**src/rtl/ubus_pkg.sv**
```systemverilog
// rtl/ubus_pkg.sv - shared UBUS types, constants and burst-size decode
package ubus_pkg;

  localparam int UBUS_ADDR_W = 16;

  typedef enum logic [1:0] {
    SIZE_1 = 2'b00,
    SIZE_2 = 2'b01,
    SIZE_4 = 2'b10,
    SIZE_8 = 2'b11
  } ubus_size_e;

  typedef enum logic [1:0] {
    IDLE = 2'd0,
    ADDR = 2'd1,
    DATA = 2'd2,
    ERR  = 2'd3
  } slave_state_e;

  function automatic logic [3:0] size_to_beats(input ubus_size_e size);
    return 4'd1 << size;
  endfunction

endpackage

```
**src/rtl/ubus_slave_ram.sv**
```systemverilog
// rtl/ubus_slave_ram.sv - byte-wide slave RAM, one write port, asynchronous read
module ubus_slave_ram
  import ubus_pkg::*;
#(
  parameter int unsigned DEPTH = 256,
  parameter int unsigned AW    = $clog2(DEPTH)
) (
  input  logic          clk_i,
  input  logic          we_i,
  input  logic [AW-1:0] addr_i,
  input  logic [7:0]    wdata_i,
  output logic [7:0]    rdata_o
);

  logic [7:0] mem [DEPTH];

  always_ff @(posedge clk_i) begin
    if (we_i) mem[addr_i] <= wdata_i;
  end

  assign rdata_o = mem[addr_i];

endmodule

```
**src/rtl/ubus_slave_memory.sv**
```systemverilog
// rtl/ubus_slave_memory.sv - UBUS byte-wide slave serving bursts from an internal RAM window
module ubus_slave_memory
  import ubus_pkg::*;
#(
  parameter logic [UBUS_ADDR_W-1:0] BASE_ADDR   = 16'h0000,
  parameter int unsigned            DEPTH       = 256,
  parameter int unsigned            WAIT_CYCLES = 0
) (
  input  logic                   ubus_clock,
  input  logic                   ubus_reset,
  input  logic                   ubus_start,
  input  logic [UBUS_ADDR_W-1:0] ubus_addr,
  input  logic [1:0]             ubus_size,
  input  logic                   ubus_read,
  input  logic                   ubus_write,
  input  logic                   ubus_bip,
  input  logic [7:0]             ubus_data_in,
  output logic [7:0]             ubus_data_out,
  output logic                   ubus_data_oe,
  output logic                   ubus_wait,
  output logic                   ubus_error,
  output logic                   prot_err
);

  localparam int unsigned RAM_AW      = $clog2(DEPTH);
  localparam logic [2:0]  WAIT_RELOAD = 3'(WAIT_CYCLES);
  localparam logic [16:0] WIN_LO      = {1'b0, BASE_ADDR};
  localparam logic [16:0] WIN_HI      = WIN_LO + 17'(DEPTH) - 17'd1;

  slave_state_e           state_q, state_d;
  logic [UBUS_ADDR_W-1:0] addr_q, addr_d;
  logic [3:0]             beats_q, beats_d;
  logic [3:0]             cnt_q, cnt_d;
  logic                   dir_rd_q, dir_rd_d;
  logic [2:0]             wcnt_q, wcnt_d;

  logic [16:0]       first_a, last_a;
  logic              in_range, last_beat, beat_done, ram_we;
  logic [RAM_AW-1:0] ram_addr;
  logic [7:0]        ram_rdata;

  // 17-bit arithmetic so a burst crossing 16'hFFFF cannot wrap back into the window
  assign first_a   = {1'b0, ubus_addr};
  assign last_a    = first_a + 17'(size_to_beats(ubus_size_e'(ubus_size))) - 17'd1;
  assign in_range  = (first_a >= WIN_LO) && (last_a <= WIN_HI);
  assign last_beat = (cnt_q + 4'd1) == beats_q;
  assign beat_done = (state_q == DATA) && (wcnt_q == 3'd0);
  assign ram_addr  = RAM_AW'(addr_q - BASE_ADDR);
  assign ram_we    = beat_done && !dir_rd_q && !ubus_reset;

  assign ubus_wait     = (state_q == DATA) && (wcnt_q != 3'd0);
  assign ubus_error    = (state_q == ERR);
  assign ubus_data_oe  = (state_q == DATA) && dir_rd_q;
  assign ubus_data_out = ubus_data_oe ? ram_rdata : 8'h00;
  // bip must be low exactly on the final beat; any other pairing is a protocol slip
  assign prot_err      = beat_done && (ubus_bip == last_beat);

  always_comb begin
    state_d  = state_q;
    addr_d   = addr_q;
    beats_d  = beats_q;
    cnt_d    = cnt_q;
    dir_rd_d = dir_rd_q;
    wcnt_d   = wcnt_q;
    case (state_q)
      IDLE: if (ubus_start) state_d = ADDR;
      ADDR: begin
        addr_d   = ubus_addr;
        beats_d  = size_to_beats(ubus_size_e'(ubus_size));
        cnt_d    = 4'd0;
        dir_rd_d = ubus_read;
        wcnt_d   = WAIT_RELOAD;
        if (!ubus_read && !ubus_write)     state_d = IDLE;
        else if (ubus_read && ubus_write)  state_d = ERR;
        else if (in_range)                 state_d = DATA;
        else                               state_d = ERR;
      end
      DATA: begin
        if (wcnt_q != 3'd0) begin
          wcnt_d = wcnt_q - 3'd1;
        end else begin
          addr_d  = addr_q + 16'd1;
          cnt_d   = cnt_q + 4'd1;
          wcnt_d  = WAIT_RELOAD;
          state_d = (ubus_bip && !last_beat) ? DATA : IDLE;
        end
      end
      default: state_d = IDLE;
    endcase
  end

  always_ff @(posedge ubus_clock) begin
    if (ubus_reset) begin
      state_q  <= IDLE;
      addr_q   <= '0;
      beats_q  <= 4'd0;
      cnt_q    <= 4'd0;
      dir_rd_q <= 1'b0;
      wcnt_q   <= 3'd0;
    end else begin
      state_q  <= state_d;
      addr_q   <= addr_d;
      beats_q  <= beats_d;
      cnt_q    <= cnt_d;
      dir_rd_q <= dir_rd_d;
      wcnt_q   <= wcnt_d;
    end
  end

  ubus_slave_ram #(
    .DEPTH (DEPTH),
    .AW    (RAM_AW)
  ) u_ram (
    .clk_i   (ubus_clock),
    .we_i    (ram_we),
    .addr_i  (ram_addr),
    .wdata_i (ubus_data_in),
    .rdata_o (ram_rdata)
  );

endmodule

```
**config.mk**
```make
export PLATFORM = sky130hd
export DESIGN_NAME = ubus_slave_memory
export DESIGN_NICKNAME = d
export VERILOG_FILES = /design/src/rtl/ubus_pkg.sv /design/src/rtl/ubus_slave_ram.sv /design/src/rtl/ubus_slave_memory.sv
export SDC_FILE = /design/constraint.sdc
export NUM_CORES = 2
export LEC_CHECK = 0
export CORE_MARGIN = 8
export CORE_UTILIZATION = 59
export DETAILED_ROUTE_END_ITERATION = 16
export PLACE_DENSITY = 0.78
export SETUP_SLACK_MARGIN = 0.15
export SYNTH_ARGS = -nofsm -noshare
export SYNTH_HDL_FRONTEND = slang
export SYNTH_SLANG_ARGS = --single-unit
export TNS_END_PERCENT = 5
```
**constraint.sdc**
```tcl
create_clock -name ubus_clock -period 3.8 [get_ports ubus_clock]
set_input_delay 0.57 -clock ubus_clock [delete_from_list [all_inputs] [get_ports ubus_clock]]
set_output_delay 0.57 -clock ubus_clock [all_outputs]
set_load 0.01 [all_outputs]
```
==> impl_metrics.toml <==
[status]
status = "complete, but fails checks"
violations = "negative setup slack"

[setup_path]
reg2reg_to = "u_ram.mem[225][0]"
cp_data_arrival_time_ns = 4.14
critPathMaxFanout = 13
critPathKind = "register to output port"
setup.worst_path.end_class = "output port"
crit_end = "ubus_data_out[4]"
cp_data_required_time_ns = 3.23
rrSetupSlack_ns = 0.18
r2r-start = "state_q[0]"
reg2reg_depth = 9
critical_path.startpoint_type = "register"

[synth]
synth_nets = 3830
synth_edf_count = 2048
ys_seq_elements = 2078
async_reset_ff_share_pct = 0
synth_cells = 3766
synth.avg_cell_area_um2 = 21.5
synth.distinct_cells = 55
ys_warn_count = 0
synthFlopType = "edfxtp_1"
seq_area_frac_synth_pct = 76.8
syn-cell-area_um2 = 80800

[timing]
fin_ws_ns = -0.913
fin_crit_sh_pct = 124
setup_viol = 8
timing.final.crit_period_ns = 4.71
worst_slew_pin_slew_ns = 1.32
rsz0062_at_grt = "yes"
drv_slew = 0
finalClockSkew_ns = 0.0497
hold_viol = 0
maxSlewHeadroom_pct = 9.83
fmax_mhz = 212

[min_path]
hp-start = "ubus_data_in[1]"
worstHoldPathType = "primary input to register"

[global_route]
grt_overflow = 0
global_route.usage.met3_pct = 6.46
grt_max_degree = 151
grt_util_met1_pct = 35.3
grt_pass1_wl_um = 295000
antenna_found_initial = 7
grt-busiest-layer = "met2"
track_usage_pct = 27.3
met2_usage_pct = 44.1
first_global_vias = 44100

[pwr]
swShare_pct = 23.9
ir_drop_mv = 0.548
p_seq_share_pct = 50.0
power.total_uw = 50500
p_per_area_nw_per_um2 = 539
p_switching_uw = 12100
leakagePower_uw = 0.0297
clockPowerShare_pct = 36.8
p_comb_share_pct = 13.2
intPower_uw = 38500

[cts]
clock_sinks = 2078
cts_inserted_buffers = 195
root_buffer = "clkbuf_16"
ctsLongestPathBuffers = 3
cts_tree = "done"
cts_hold_buf = 0
clk_pin_slew_ns = 0.08
clock_latency_ns = 0.86
h-tree-depth = 4

[layout]
stdcell_count = 6256
drive_gt1_share_pct = 31.6
post-route-util_pct = 68.5
final_common_cell = "edfxtp_1"
mostFrequentLayoutCells = "edfxtp_1 (2,048), mux4_2 (514), buf_4 (437)"
fillers = 7834
syn_to_final_growth_pct = 16.0
fin_nets = 4364

[place]
gp_congestion = 0.888
numPlacedInstances = 5870
dp_hpwl_um = 118000
io_buffers = 43

[drt]
drc_errors = 0
routed-via-count = 42900
drt-total-wl_um = 204000
wl_per_cell_um = 32.6
drt_iter0_drc = 6026
routed_via_density = 6.85
drtPass1Iterations = 6
drtAntennaViolNets = 0

[floorplan]
die_x_um = 386
rows = 136
initial_core_util_pct = 59.1
io_pins = 44
die_area_um2 = 149000
coreArea_um2 = 137000
dieHeight_um = 386

[run]
maxCapViolCount = 0
## power groups by stage
stage / sequential, uW / clock (uW) / combinational (uW)
floorplan: 25700 / 0 / 3510
global placement: 25800 / 0 / 5920
detailed placement: 25800 / 0 / 6050
CTS: 25300 / 18700 / 6500
global route: 25300 / 19600 / 6920
finish: 25300 / 18600 / 6670
## worst max-delay path, cell delays in order (launching register included)
cell,delay (ns)
dfxtp_4,0.39
buf_4,0.12
buf_6,0.18
buf_16,0.18
buf_12,0.12
mux4_2,0.50
a22o_1,0.30
a221oi_1,0.32
buf_4,0.19
o22ai_1,0.12
o21ai_2,0.25
o21ai_1,0.14
a31o_1,0.24
clkdlybuf4s15_2,0.25
## cells in the mapped netlist (all sizes together), types with 6 or more instances
cell    count  area [um2]
a211oi      6        45.0
buf       111         830
mux2i      19         190
nand2b     14        87.6
a22o      102         893
nor2b      11        68.8
nor3       19        95.1
edfxtp   2048       61500
a31o        8        70.1
a31oi      10        62.6
a21oi      34         170
ha         31         388
nand2      52         195
a22oi      42         315
nand4       6        37.5
a221oi     90         807
inv        40         150
and2        6        37.5
nand3      23         115
dfxtp      30         601
o22ai      45         282
o21ai      50         250
mux4      520       11700
clkbuf    115         432
nor2      287        1080
## cell families after synthesis
kind of cell,synth area share [%]
AND/OR/NAND/NOR,2.24
flip-flops,76.8
multiplexers,14.8
XOR/XNOR,0.0867
AO/OA/AOI/OAI,3.82
buffers and inverters,1.75
adder cells (fa/ha/maj),0.505
## worst min-delay path by stage
stage	cells after the start	to
5_1_grt	1	u_ram.mem[185][1]
3_5_place_dp	2	wcnt_q[1]
2_1_floorplan	2	wcnt_q[1]
4_1_cts	1	u_ram.mem[171][1]
3_3_place_gp	2	wcnt_q[1]
6_report	1	u_ram.mem[235][1]
## area by class of cell
cell class | count | area [um2] | share of cell area (%)
tap | 1794 | 2240 | 2.39
clock buffer | 244 | 5210 | 5.56
inverter | 40 | 150 | 0.160
clock inverter | 114 | 827 | 0.882
multi-input combinational | 1422 | 17800 | 19.0
timing repair buffer | 563 | 5380 | 5.74
antenna | 1 | 2.50 | 0.00267
sequential | 2078 | 62100 | 66.3
## metrics by stage
| stage | cell area [um2] | hold WS (ns) | setup TNS (ns) | setup slack [ns] |
|---|---|---|---|---|
| floorplan | 80800 | 0.436 | 0 | 0.873 |
| global placement | 86700 | 0.446 | -3.30 | -0.563 |
| detailed placement | 86700 | 0.449 | -3.65 | -0.599 |
| CTS | 93600 | 0.287 | -6.96 | -0.922 |
| global route | 93700 | 0.306 | -7.74 | -1.01 |
| finish | 93700 | 0.297 | -6.94 | -0.913 |
## layer usage
layer  vias up  wire (um)
met2      3301      98400
li1      17000          -
met3       635      23200
met1     22000      70400
met5         -         13
met4         2      11600
## state kept, by name (all words and copies together), names as in the netlist, named ones only
register,count
u_ram.mem,2048
state_q,2
wcnt_q,3
dir_rd_q,1
addr_q,8
beats_q,4
cnt_q,4
## timing repair
action / 4_1_cts / 5_1_grt
hold endpoints to repair: 0 / 0
endpoints found under the setup margin: 8 / 41
gates cloned: 7 / 0
resized for setup: 122 / 25
pin swaps: 27 / 11
buffers inserted: 14 / 6
(Power assumes the default switching activity.)
